<file path="config.mk">
export PLATFORM = sky130hd
export DESIGN_NAME = restoring_divider
export DESIGN_NICKNAME = d
export VERILOG_FILES = /design/src/rtl/restoring_divider.sv
export SDC_FILE = /design/constraint.sdc
export NUM_CORES = 1
export LEC_CHECK = 0
export ABC_AREA = 1
export BUFFER_PORTS_ARGS = -buffer_cell sky130_fd_sc_hd__buf_2
export CAP_MARGIN = 0
export CORE_UTILIZATION = 40
export CTS_CLUSTER_DIAMETER = 60
export CTS_CLUSTER_SIZE = 20
export DETAILED_ROUTE_END_ITERATION = 12
export SYNTH_ARGS = -nofsm -noshare
export SYNTH_HDL_FRONTEND = slang
export SYNTH_SLANG_ARGS = --single-unit
</file>
<file path="constraint.sdc">
create_clock -name clk -period 1.91 [get_ports clk]
set_input_delay 0.382 -clock clk [delete_from_list [all_inputs] [get_ports clk]]
set_output_delay 0.382 -clock clk [all_outputs]
set_load 0.005 [all_outputs]
</file>
<file path="src/rtl/restoring_divider.sv">
`default_nettype none
// ============================================================================
//  Module   : restoring_divider
//  Purpose  : Sequential unsigned restoring divider. Divides a 2N-bit
//             dividend by an N-bit divisor and produces one quotient bit per
//             clock, so a result takes 2N iterations. A zero divisor
//             bypasses the iterations and returns a flagged saturated result.
//  Ports    : clk          - single clock, rising edge
//             rst          - synchronous active-high reset
//             in_valid     - operand pair offered
//             in_ready     - block can accept operands (IDLE only)
//             IN1 [2N-1:0] - unsigned dividend
//             IN2 [N-1:0]  - unsigned divisor
//             out_valid    - result present (DONE only)
//             out_ready    - consumer accepts result
//             Quot[2N-1:0] - unsigned quotient
//             Rem [N-1:0]  - unsigned remainder
//             div_by_zero  - result came from IN2 == 0
//  Revision : 1.0 - initial release
// ============================================================================
module restoring_divider #(
    parameter int N = 8
) (
    input  logic           clk,
    input  logic           rst,
    input  logic           in_valid,
    output logic           in_ready,
    input  logic [2*N-1:0] IN1,
    input  logic [N-1:0]   IN2,
    output logic           out_valid,
    input  logic           out_ready,
    output logic [2*N-1:0] Quot,
    output logic [N-1:0]   Rem,
    output logic           div_by_zero
);

    localparam int CW = $clog2(2 * N);

    typedef enum logic [1:0] {
        IDLE = 2'd0,
        RUN  = 2'd1,
        DONE = 2'd2
    } state_t;

    state_t         r_state;
    state_t         w_next_state;

    logic [CW-1:0]  r_cnt;
    // The partial remainder is always strictly below the divisor between
    // iterations, so N bits hold it; only the shifted trial value needs N+1.
    logic [N-1:0]   r_prem;
    logic [2*N-1:0] r_quo;
    logic [N-1:0]   r_dvs;

    logic [N:0]     w_shift;
    logic           w_fits;
    logic [N-1:0]   w_diff;
    logic [N-1:0]   w_prem_next;
    logic [2*N-1:0] w_quo_next;
    logic           w_last;

    // One restoring step: shift the next dividend bit into the remainder,
    // then keep the difference only when the divisor fits.
    assign w_shift     = {r_prem, r_quo[2*N-1]};
    assign w_fits      = (w_shift >= {1'b0, r_dvs});
    // When the divisor fits the difference is below 2^N, so the low N bits
    // of a modulo-2^N subtraction are exact.
    assign w_diff      = w_shift[N-1:0] - r_dvs;
    assign w_prem_next = w_fits ? w_diff : w_shift[N-1:0];
    assign w_quo_next  = {r_quo[2*N-2:0], w_fits};
    assign w_last      = (r_cnt == '0);

    // ------------------------------------------------------------------
    // State register
    // ------------------------------------------------------------------
    always_ff @(posedge clk) begin
        if (rst) begin
            r_state <= IDLE;
        end else begin
            r_state <= w_next_state;
        end
    end

    // ------------------------------------------------------------------
    // Next-state and handshake outputs
    // ------------------------------------------------------------------
    always_comb begin
        w_next_state = r_state;
        in_ready     = 1'b0;
        out_valid    = 1'b0;
        case (r_state)
            IDLE: begin
                in_ready = 1'b1;
                if (in_valid) begin
                    w_next_state = (IN2 == '0) ? DONE : RUN;
                end
            end
            RUN: begin
                if (w_last) begin
                    w_next_state = DONE;
                end
            end
            DONE: begin
                out_valid = 1'b1;
                if (out_ready) begin
                    w_next_state = IDLE;
                end
            end
            default: begin
                w_next_state = IDLE;
            end
        endcase
    end

    // ------------------------------------------------------------------
    // Datapath. Result registers are written only when entering DONE, so
    // they keep the last result everywhere else.
    // ------------------------------------------------------------------
    always_ff @(posedge clk) begin
        if (rst) begin
            r_cnt       <= '0;
            r_prem      <= '0;
            r_quo       <= '0;
            r_dvs       <= '0;
            Quot        <= '0;
            Rem         <= '0;
            div_by_zero <= 1'b0;
        end else begin
            case (r_state)
                IDLE: begin
                    if (in_valid) begin
                        r_dvs <= IN2;
                        if (IN2 == '0) begin
                            Quot        <= '1;
                            Rem         <= IN1[N-1:0];
                            div_by_zero <= 1'b1;
                        end else begin
                            r_cnt  <= CW'(2 * N - 1);
                            r_prem <= '0;
                            r_quo  <= IN1;
                        end
                    end
                end
                RUN: begin
                    r_prem <= w_prem_next;
                    r_quo  <= w_quo_next;
                    r_cnt  <= r_cnt - 1'b1;
                    if (w_last) begin
                        Quot        <= w_quo_next;
                        Rem         <= w_prem_next;
                        div_by_zero <= 1'b0;
                    end
                end
                default: begin
                end
            endcase
        end
    end

endmodule
`default_nettype wire

</file>
==> results of run 1 <==
[kinds of logic (layout without fill, tap and decap cells)]
group | Yosys count | in the layout | synth area share
AO/OA/AOI/OAI | 93 | 93 | 0.171
buffers and inverters | 77 | 143 | 0.111
AND/OR/NAND/NOR | 211 | 212 | 0.280
flip-flops | 63 | 63 | 0.389
adder cells (fa/ha/maj) | 10 | 10 | 0.0410
XOR/XNOR | 3 | 3 | 0.00812
[worst register-to-register path, stage by stage (launching register included)]
cell and delay [ns]:
dfxtp_1 0.33, ha_1 0.37, nand2_1 0.14, buf_4 0.12, inv_1 0.07, a21oi_1 0.22, nand2_1 0.07, nand2_1 0.06
nand2_1 0.05, nand3_1 0.09, nand3_1 0.07, nand2_1 0.06, inv_1 0.04
[flip-flops by register name, summed over array words and instances, names as in the netlist]
| signal | flops |
|---|---|
| Quot | 16 |
| r_quo | 16 |
| Rem | 8 |
| r_dvs | 8 |
| r_prem | 8 |
| r_cnt | 4 |
| r_state | 2 |
| div_by_zero | 1 |
[synth_stat cells (3+ instances only)]
cell      count  area, um2
a31oi_1       7       43.8
o21ai_0      36        180
a21oi_2       9       78.8
clkbuf_1      6       22.5
o21ai_1       8       40.0
o211a_1       7       70.1
nand3_1      34        170
nor2_1       75        282
nand4_1      10       62.6
nand2_1      82        308
buf_2         6       30.0
inv_2         3       11.3
a21oi_1      25        125
inv_1        53        199
dfxtp_1      63       1260
ha_1          9        113
buf_6         5       56.3
[how the worst max path moves through the flow]
stage | to | slack, ns | cells after the start
2_1_floorplan | r_prem[4] | 0.28 | 11
3_3_place_gp | r_prem[4] | 0.03 | 11
3_5_place_dp | Rem[5] | -0.007 | 11
4_1_cts | r_prem[4] | 0.01 | 11
5_1_grt | Rem[7] | -0.02 | 13
6_report | r_prem[7] | 0.12 | 12
[layout make-up]
type / count / area share
Multi-Input combinational cell: 318 / 0.444
Sequential cell: 63 / 0.321
Timing Repair Buffer: 70 / 0.0992
Inverter: 57 / 0.0556
Clock buffer: 10 / 0.0324
Tap cell: 102 / 0.0324
Clock inverter: 6 / 0.0156
[power groups by stage]
stage | Combinational, uW | Sequential (uW) | Clock, uW
finish | 1500 | 1590 | 1120
global route | 1690 | 1610 | 1210
detailed placement | 1320 | 1610 | 0
global placement | 1310 | 1610 | 0
floorplan | 932 | 1590 | 0
CTS | 1340 | 1580 | 1140
[cell usage in the layout, fill, tap and decap left out, types with 2 or more instances in the layout]
| cell | instances |
|---|---|
| nand2_1 | 81 |
| nor2_1 | 70 |
| dfxtp_1 | 61 |
| buf_2 | 54 |
| inv_1 | 52 |
| o21ai_0 | 36 |
| nand3_1 | 31 |
| a21oi_1 | 24 |
| buf_4 | 16 |
| a21oi_2 | 10 |
| nand4_1 | 10 |
| clkbuf_8 | 9 |
| o21ai_1 | 8 |
| o211a_1 | 7 |
| a31oi_1 | 7 |
| nor2_2 | 5 |
| inv_2 | 4 |
| nand3_2 | 4 |
| ha_1 | 4 |
| ha_4 | 3 |
| clkinv_2 | 3 |
| nand2_4 | 2 |
| nand2_2 | 2 |
| nor2_4 | 2 |
| nand4_4 | 2 |
| xnor2_1 | 2 |
| ha_2 | 2 |
| dfxtp_2 | 2 |
[timing repair]
action | CTS | global route
pin swaps | 0 | 5
gates cloned | 0 | 1
setup endpoints to repair | 1 | 18
endpoints found under the hold margin | 0 | 0
gates resized for setup | 1 | 24
[per-stage QoR]
step                       util  hold WS, ns  total power (uW)  TNS (ns)
after floorplan               -        0.433              2530         0
after global placement    0.466        0.445              2920         0
after detailed placement  0.466        0.460              2930  -0.00683
after CTS                 0.491        0.287              4070         0
after global routing      0.507        0.302              4500   -0.0279
final                     0.507        0.289              4200         0
[metal layers]
metal | wire length (um) | vias to the layer above | track usage
li1 | - | 1616 | -
met3 | 445 | 12 | 0.0381
met5 | 0 | - | 0
met4 | 157 | 0 | 0.0716
met1 | 4070 | 1430 | 0.283
met2 | 3770 | 78 | 0.340
==> flow_summary.ini, run 1 <==
[run_status]
status = complete, no violations

[worst_setup_path]
r2r_end = r_prem[7]
path_buf_inv = 3
critPathKind = register to register
slowest_delay_ns = 0.37
path_delay_family = simple AND/OR/NAND/NOR gates
ff2ff_setup_slack_ns = 0.12
arrival_ns = 2.02
endpoint_kind = register
path_cells = ha_1, nand2_1, buf_4, inv_1, a21oi_1, nand2_1, nand2_1, nand2_1, nand3_1, nand3_1, nand2_1, inv_1
critPathMaxFanout = 5
worst_ep_required_time_ns = 2.14
cp-startpoint = r_prem[4]
timing.rr.start = r_prem[4]
cp_slowest_cell = ha_1
start_kind = register
crit_top_cell = nand2_1
worstRegToRegCells = 12

[pwr]
p_leak_uw = 0.00199
combPwrFrac = 0.356
ir_worst_vdd_v = 0.000559
clock_power_share = 0.266
internal_power_uw = 2670
swShare = 0.364
p_switching_uw = 1530
power.density_nw_per_um2 = 1070
seqPwrFrac = 0.378

[global_routing]
grt_pass1_vias = 2902
grt.total_usage = 0.211
antenna_found_initial = 0
grt_max_degree = 34
gr-total-overflow = 0
grt_pass1_wl_um = 14000

[sta]
slew-limit-headroom = 0.708
worst_slack_ns = 0.121
hold_viol_final = 0
fmax_mhz = 559
rsz0062_at_grt = yes
worst_slew_pin_slew_ns = 0.437
setup_viol = 0
period_needed_ns = 1.79
fin_skew_ns = 0.00831
min_period_over_period = 0.937
final-max-slew-violation-count = 0

[route]
via_per_inst = 5.01
drc = 0
ant_nets = 0
finalWirelength_um = 8440
wire_per_inst_um = 13.5
dr.first_iter.drc_count = 173
drt_first_pass_iters = 4
vias = 3136

[finish]
fin_cells = 626
stdcell_area_um2 = 3940
multi_input_area_um2 = 1750
final_nets = 557
n_antenna_cell = 0
seqCellArea_um2 = 1260
fillerInstances = 814
areaGrowthSynthToFinish_pct = 21.5
drive_above_1_share = 0.244

[logic_synthesis]
synth_seq_cells = 63
syn_inst = 457
syn_area_per_cell_um2 = 7.09
synth-warning-count = 0
synth_cell_types = 31
syn_area_um2 = 3240
ys.flop_type = dfxtp_1
synth_seq_area_share = 0.389
syn-num-nets = 495
synth-edff-count = 0
async_reset_ff_frac = 0

[placement]
hpwl_um = 5860
place_ws_ns = -0.00683
io_buffers = 54
gp_congestion = 0.883
place_inst = 609
placed_area_um2 = 3620

[job]
maxCapViolCount = 0

[floorplan]
coreArea_um2 = 7770
rows = 32
die_h_um = 92.0
die_area_um2 = 8460
ioPinCount = 55
start_util = 0.417
die_w_um = 92.0

[clock_network]
clkLatencyLatePin_ns = 0.33
postCtsHoldBufs = 0
max-clock-path-buffers = 2
clock_sinks = 63
cts_setup_buffers = 0
tritoncts = built
clkTransAtPathRegs_ns = 0.07
cts_buffers = 9
h-tree-depth = 3
root_buffer = clkbuf_8

[min_path]
min_to = r_dvs[0]
hold_path.class = input pin to register
whs_path_depth = 3
worstHoldStart = IN2[0]
(Power assumes the default switching activity.)
==> inputs of run 2 (changes only) <==
--- a/config.mk
+++ b/config.mk
@@ -8,10 +8,11 @@
 export ABC_AREA = 1
 export BUFFER_PORTS_ARGS = -buffer_cell sky130_fd_sc_hd__buf_2
 export CAP_MARGIN = 0
-export CORE_UTILIZATION = 40
+export CORE_UTILIZATION = 55
 export CTS_CLUSTER_DIAMETER = 60
 export CTS_CLUSTER_SIZE = 20
 export DETAILED_ROUTE_END_ITERATION = 12
+export PLACE_DENSITY = 0.78
 export SYNTH_ARGS = -nofsm -noshare
 export SYNTH_HDL_FRONTEND = slang
 export SYNTH_SLANG_ARGS = --single-unit
==> constraint.sdc (replaced) <==
create_clock -name clk -period 2 [get_ports clk]
set_input_delay 0.4 -clock clk [delete_from_list [all_inputs] [get_ports clk]]
set_output_delay 0.4 -clock clk [all_outputs]
set_load 0.005 [all_outputs]
==> run 2 against run 1 <==
Clock-buffer cell count shrank 1. Routed wire length shrank 8.9%. Cell count shrank 6.7%. First-iteration DRC count up 73%. Sequential cell count stayed put. Via count hardly changed. Global-route usage is 4.7 points higher. Total power shrank 12%. Die area down 27%. Sequential share of layout area up 2.0 points. Critical endpoint is now r_prem[6].
==> flow_summary.ini, run 2 (same netlist as run 1, synthesis figures left out) <==
[run_status]
status = complete, no violations

[floorplan]
die_h_um = 78.7
rows = 27
die_area_um2 = 6200
start_util = 0.581
die_w_um = 78.7
coreArea_um2 = 5570
ioPinCount = 55

[route]
dr.first_iter.drc_count = 300
via_per_inst = 5.37
drc = 0
vias = 3134
ant_nets = 0
finalWirelength_um = 7690
wire_per_inst_um = 13.2
drt_first_pass_iters = 5

[worst_setup_path]
worst_ep_required_time_ns = 2.28
critPathKind = register to register
arrival_ns = 2.16
start_kind = register
critPathMaxFanout = 8
endpoint_kind = register

[clock_network]
clock_sinks = 63
clkTransAtPathRegs_ns = 0.07
h-tree-depth = 3
clkLatencyLatePin_ns = 0.34
cts_setup_buffers = 0
max-clock-path-buffers = 2
cts_buffers = 9
tritoncts = built
root_buffer = clkbuf_8

[global_routing]
antenna_found_initial = 0
gr-total-overflow = 0
grt_pass1_wl_um = 12300
grt_pass1_vias = 2738
grt_max_degree = 41
grt.total_usage = 0.258

[finish]
multi_input_area_um2 = 1640
seqCellArea_um2 = 1260
fillerInstances = 507
stdcell_area_um2 = 3700
final_nets = 545
final_common_cell = nand2_1
layout_common_cells = 82 x nand2_1, 75 x nor2_1, 63 x dfxtp_1, 54 x buf_2, 53 x inv_1
n_antenna_cell = 0
top_regs = Quot (16), r_quo (16)
drive_above_1_share = 0.191
areaGrowthSynthToFinish_pct = 14.2

[placement]
gp_congestion = 1.01
hpwl_um = 5500
placed_area_um2 = 3510
place_ws_ns = 0.125
io_buffers = 54

[sta]
setup_viol = 0
worst_slack_ns = 0.121
tns_ns = 0
fin_skew_ns = 0.00877
worst_slew_pin_slew_ns = 0.430
final-max-slew-violation-count = 0
rsz0062_at_grt = no
timing.hold.ws_ns = 0.299
hold_viol_final = 0
slew-limit-headroom = 0.713
fmax_mhz = 532
period_needed_ns = 1.88
min_period_over_period = 0.939

[pwr]
p_leak_uw = 0.00192
power_uw = 3700
power.density_nw_per_um2 = 1000
ir_worst_vdd_v = 0.000628

[min_path]
hold_path.class = input pin to register

[job]
maxCapViolCount = 0
-- run 2: cell types whose count changed in the layout (fill, tap and decap cells not counted), sizes merged --
| cell | previous run | this run |
|---|---|---|
| bufinv | 1 | 0 |
| clkinv | 4 | 5 |
| clkbuf | 10 | 9 |
| nand4 | 12 | 11 |
| buf | 70 | 59 |
| inv | 57 | 58 |
-- run 2: timing repair --
item | in CTS | in global routing
endpoints found under the setup margin | 0 | 12
hold buffers | 0 | 0
gates resized for setup | 0 | 2
-- run 2: routing by layer --
layer	vias up	track usage	routed length (um)
li1	1588	-	-
met4	0	0.137	165
met3	19	0.0517	556
met2	120	0.379	3390
met5	-	0	0
met1	1407	0.356	3580
-- run 2: area by class of cell --
class                           instances  area share
Timing Repair Buffer                   59      0.0866
Multi-Input combinational cell        317       0.442
Tap cell                               72      0.0244
Clock inverter                          7      0.0132
Inverter                               57      0.0592
Sequential cell                        63       0.341
Clock buffer                            9      0.0335
-- run 2: worst max-delay path, stage by stage, from the launching register on --
cell and delay, ns:
dfxtp_1 0.38, inv_1 0.09, ha_1 0.32, nand2_1 0.12, inv_1 0.05, nand3_1 0.08
nor2_1 0.06, nor2_2 0.31, nand4_1 0.21, nand3_1 0.11, nand2_1 0.05, inv_1 0.05
-- run 2: report_power, final --
| group | internal (uW) | switching, uW | total [uW] |
|---|---|---|---|
| clock network | 450 | 525 | 975 |
| logic | 431 | 779 | 1210 |
| registers | 1420 | 100 | 1520 |
-- run 2: worst paths after layout --
path / from / end / slack, ns / cells after the start
worst max-delay path: r_dvs[1] / r_prem[6] / 0.12 / 11
worst min-delay path: IN2[0] / r_dvs[0] / 0.30 / 3
worst max register to register: r_dvs[1] / r_prem[6] / 0.12 / 11
worst min register to register: r_dvs[2] / r_dvs[2] / 0.46 / 2
-- run 2: metrics by stage --
step,util,cells
after global routing,0.664,584
final,0.664,584
after floorplan,-,457
after global placement,0.630,568
after detailed placement,0.630,568
after CTS,0.661,584
==> inputs of run 3 (changes only) <==
--- a/config.mk
+++ b/config.mk
@@ -8,7 +8,8 @@
 export ABC_AREA = 1
 export BUFFER_PORTS_ARGS = -buffer_cell sky130_fd_sc_hd__buf_2
 export CAP_MARGIN = 0
-export CORE_UTILIZATION = 55
+export CORE_UTILIZATION = 52
+export CTS_BUF_LIST = sky130_fd_sc_hd__clkbuf_8
 export CTS_CLUSTER_DIAMETER = 60
 export CTS_CLUSTER_SIZE = 20
 export DETAILED_ROUTE_END_ITERATION = 12
==> constraint.sdc (replaced) <==
create_clock -name clk -period 1.7 [get_ports clk]
set_input_delay 0.34 -clock clk [delete_from_list [all_inputs] [get_ports clk]]
set_output_delay 0.34 -clock clk [all_outputs]
set_load 0.005 [all_outputs]
==> run 3 against run 2 <==
The run now ends with setup timing left. Combinational power is 95% higher. Setup slack worse by 0.20 ns. Clock-buffer cell count is 1 higher. Via count up 15%. Total power is 53% higher. Critical endpoint is now Quot[0]. Highest routed layer unchanged.
==> flow_summary.ini, run 3 (same netlist as run 1, synthesis figures left out) <==
[run_status]
status = finished with violations
violations = setup timing

[worst_setup_path]
path_cells = inv_2, ha_4, nand2_2, nand2_2, inv_2, nand2_2, nand2_4, buf_12, nand4_4, buf_4, nor2_1, nor2_1
critPathKind = register to register
timing.rr.start = r_dvs[4]
critPathMaxFanout = 5
cp-startpoint = r_dvs[4]
crit_top_cell = nand2_2
worst_ep_required_time_ns = 1.94
cp_slowest_cell = dfxtp_2
arrival_ns = 2.02
endpoint_kind = register
start_kind = register
slowest_delay_ns = 0.32

[floorplan]
coreArea_um2 = 5960
ioPinCount = 55
die_h_um = 80.9
die_area_um2 = 6550
rows = 28
die_w_um = 80.9
start_util = 0.544

[global_routing]
gr-total-overflow = 0
grt_pass1_wl_um = 14200
grt_max_degree = 34
grt_pass1_vias = 3091
grt.total_usage = 0.284
antenna_found_initial = 0

[pwr]
ir_worst_vdd_v = 0.000847
swShare = 0.378
power.density_nw_per_um2 = 1240
p_leak_uw = 0.00228
combPwrFrac = 0.419
clock_power_share = 0.263
seqPwrFrac = 0.318
p_switching_uw = 2130
internal_power_uw = 3510

[route]
wire_per_inst_um = 16.0
drt_first_pass_iters = 5
dr.first_iter.drc_count = 413
via_per_inst = 5.70
finalWirelength_um = 10100
vias = 3604
drc = 0
ant_nets = 0

[finish]
seqCellArea_um2 = 1280
n_antenna_cell = 0
final_core_util = 0.764
final_common_cell = nor2_1
layout_common_cells = 68 x nor2_1, 65 x nand2_1, 54 x buf_2, 53 x dfxtp_1
fillerInstances = 417
final_nets = 590
drive_above_1_share = 0.408
multi_input_area_um2 = 2050
top_regs = Quot (16), r_quo (16)
areaGrowthSynthToFinish_pct = 40.6

[placement]
io_buffers = 54
hpwl_um = 5740
gp_congestion = 0.898

[sta]
timing.hold.ws_ns = 0.246
worst_slew_pin_slew_ns = 0.418
fmax_mhz = 562
period_needed_ns = 1.78
slew-limit-headroom = 0.721
rsz0062_at_grt = yes
min_period_over_period = 1.05
hold_viol_final = 0
fin_skew_ns = 0.0137
worst_slack_ns = -0.0800
setup_viol = 17
final-max-slew-violation-count = 0

[clock_network]
h-tree-depth = 3
cts_buffers = 9
clkLatencyLatePin_ns = 0.35
tritoncts = built
clock_sinks = 63
clkTransAtPathRegs_ns = 0.07
max-clock-path-buffers = 2
postCtsHoldBufs = 0
root_buffer = clkbuf_8

[min_path]
worstHoldStart = IN2[0]
hold_path.class = input pin to register

[job]
maxCapViolCount = 0
run 3: changes by cell type in the layout (fill, tap and decap cells not counted), moves of 6 or more:
cell,before,now
buf_4,4,41
buf_6,0,6
dfxtp_1,63,53
dfxtp_2,0,9
ha_1,9,0
ha_4,0,8
inv_1,53,41
inv_2,3,16
nand2_1,82,65
nand2_2,1,15
nand3_1,34,9
nand3_2,1,21
nor2_1,75,68
run 3: final cells by class:
class / instances / share of cell area
Tap cell: 75 / 0.0206
Clock buffer: 10 / 0.0302
Timing Repair Buffer: 103 / 0.151
Inverter: 57 / 0.0498
Clock inverter: 6 / 0.0187
Multi-Input combinational cell: 318 / 0.450
Sequential cell: 63 / 0.280
run 3: repair_timing:
action | 4_1_cts | 5_1_grt
setup endpoints to repair | 18 | 31
resized for setup | 36 | 76
gates cloned | 1 | 0
pin swaps | 6 | 48
buffers inserted | 0 | 13
run 3: through the flow:
stage	instances	setup TNS (ns)	area (um2)	setup WS [ns]	power (uW)
2_1_floorplan	457	0	3240	0.0747	2840
3_3_place_gp	603	-1.40	3740	-0.113	3350
3_5_place_dp	603	-2.39	3740	-0.169	3390
4_1_cts	620	0	4160	0.00119	5100
5_1_grt	632	-1.93	4550	-0.138	5910
6_report	632	-0.772	4550	-0.0800	5650
run 3: power by group through the flow:
stage / Combinational, uW / Sequential (uW) / Clock (uW)
detailed placement: 1590 / 1800 / 0
finish: 2360 / 1800 / 1490
global placement: 1550 / 1800 / 0
global route: 2550 / 1810 / 1540
floorplan: 1050 / 1790 / 0
CTS: 1830 / 1780 / 1490
run 3: critical path: cells and delay by family (launching register included):
kind | cells | cell delay (ns)
adders and majority gates | 1 | 0.26
and+or+nand+nor | 7 | 0.65
buffers and inverters | 4 | 0.44
DFF | 1 | 0.32
run 3: layer usage:
layer | part of all wire | vias to the layer above | track usage
met2 | 0.48 | 210 | 0.451
met1 | 0.41 | 1659 | 0.366
li1 | - | 1689 | -
met5 | 0 | - | 0
met4 | 0.043 | 0 | 0.146
met3 | 0.072 | 46 | 0.0539
run 3: final timing paths:
| path | slack [ns] | depth (start not counted) | end |
|---|---|---|---|
| max | -0.08 | 12 | Quot[0] |
| min | 0.25 | 3 | r_dvs[0] |
| max reg2reg | -0.08 | 12 | Quot[0] |
| min reg2reg | 0.47 | 2 | div_by_zero |
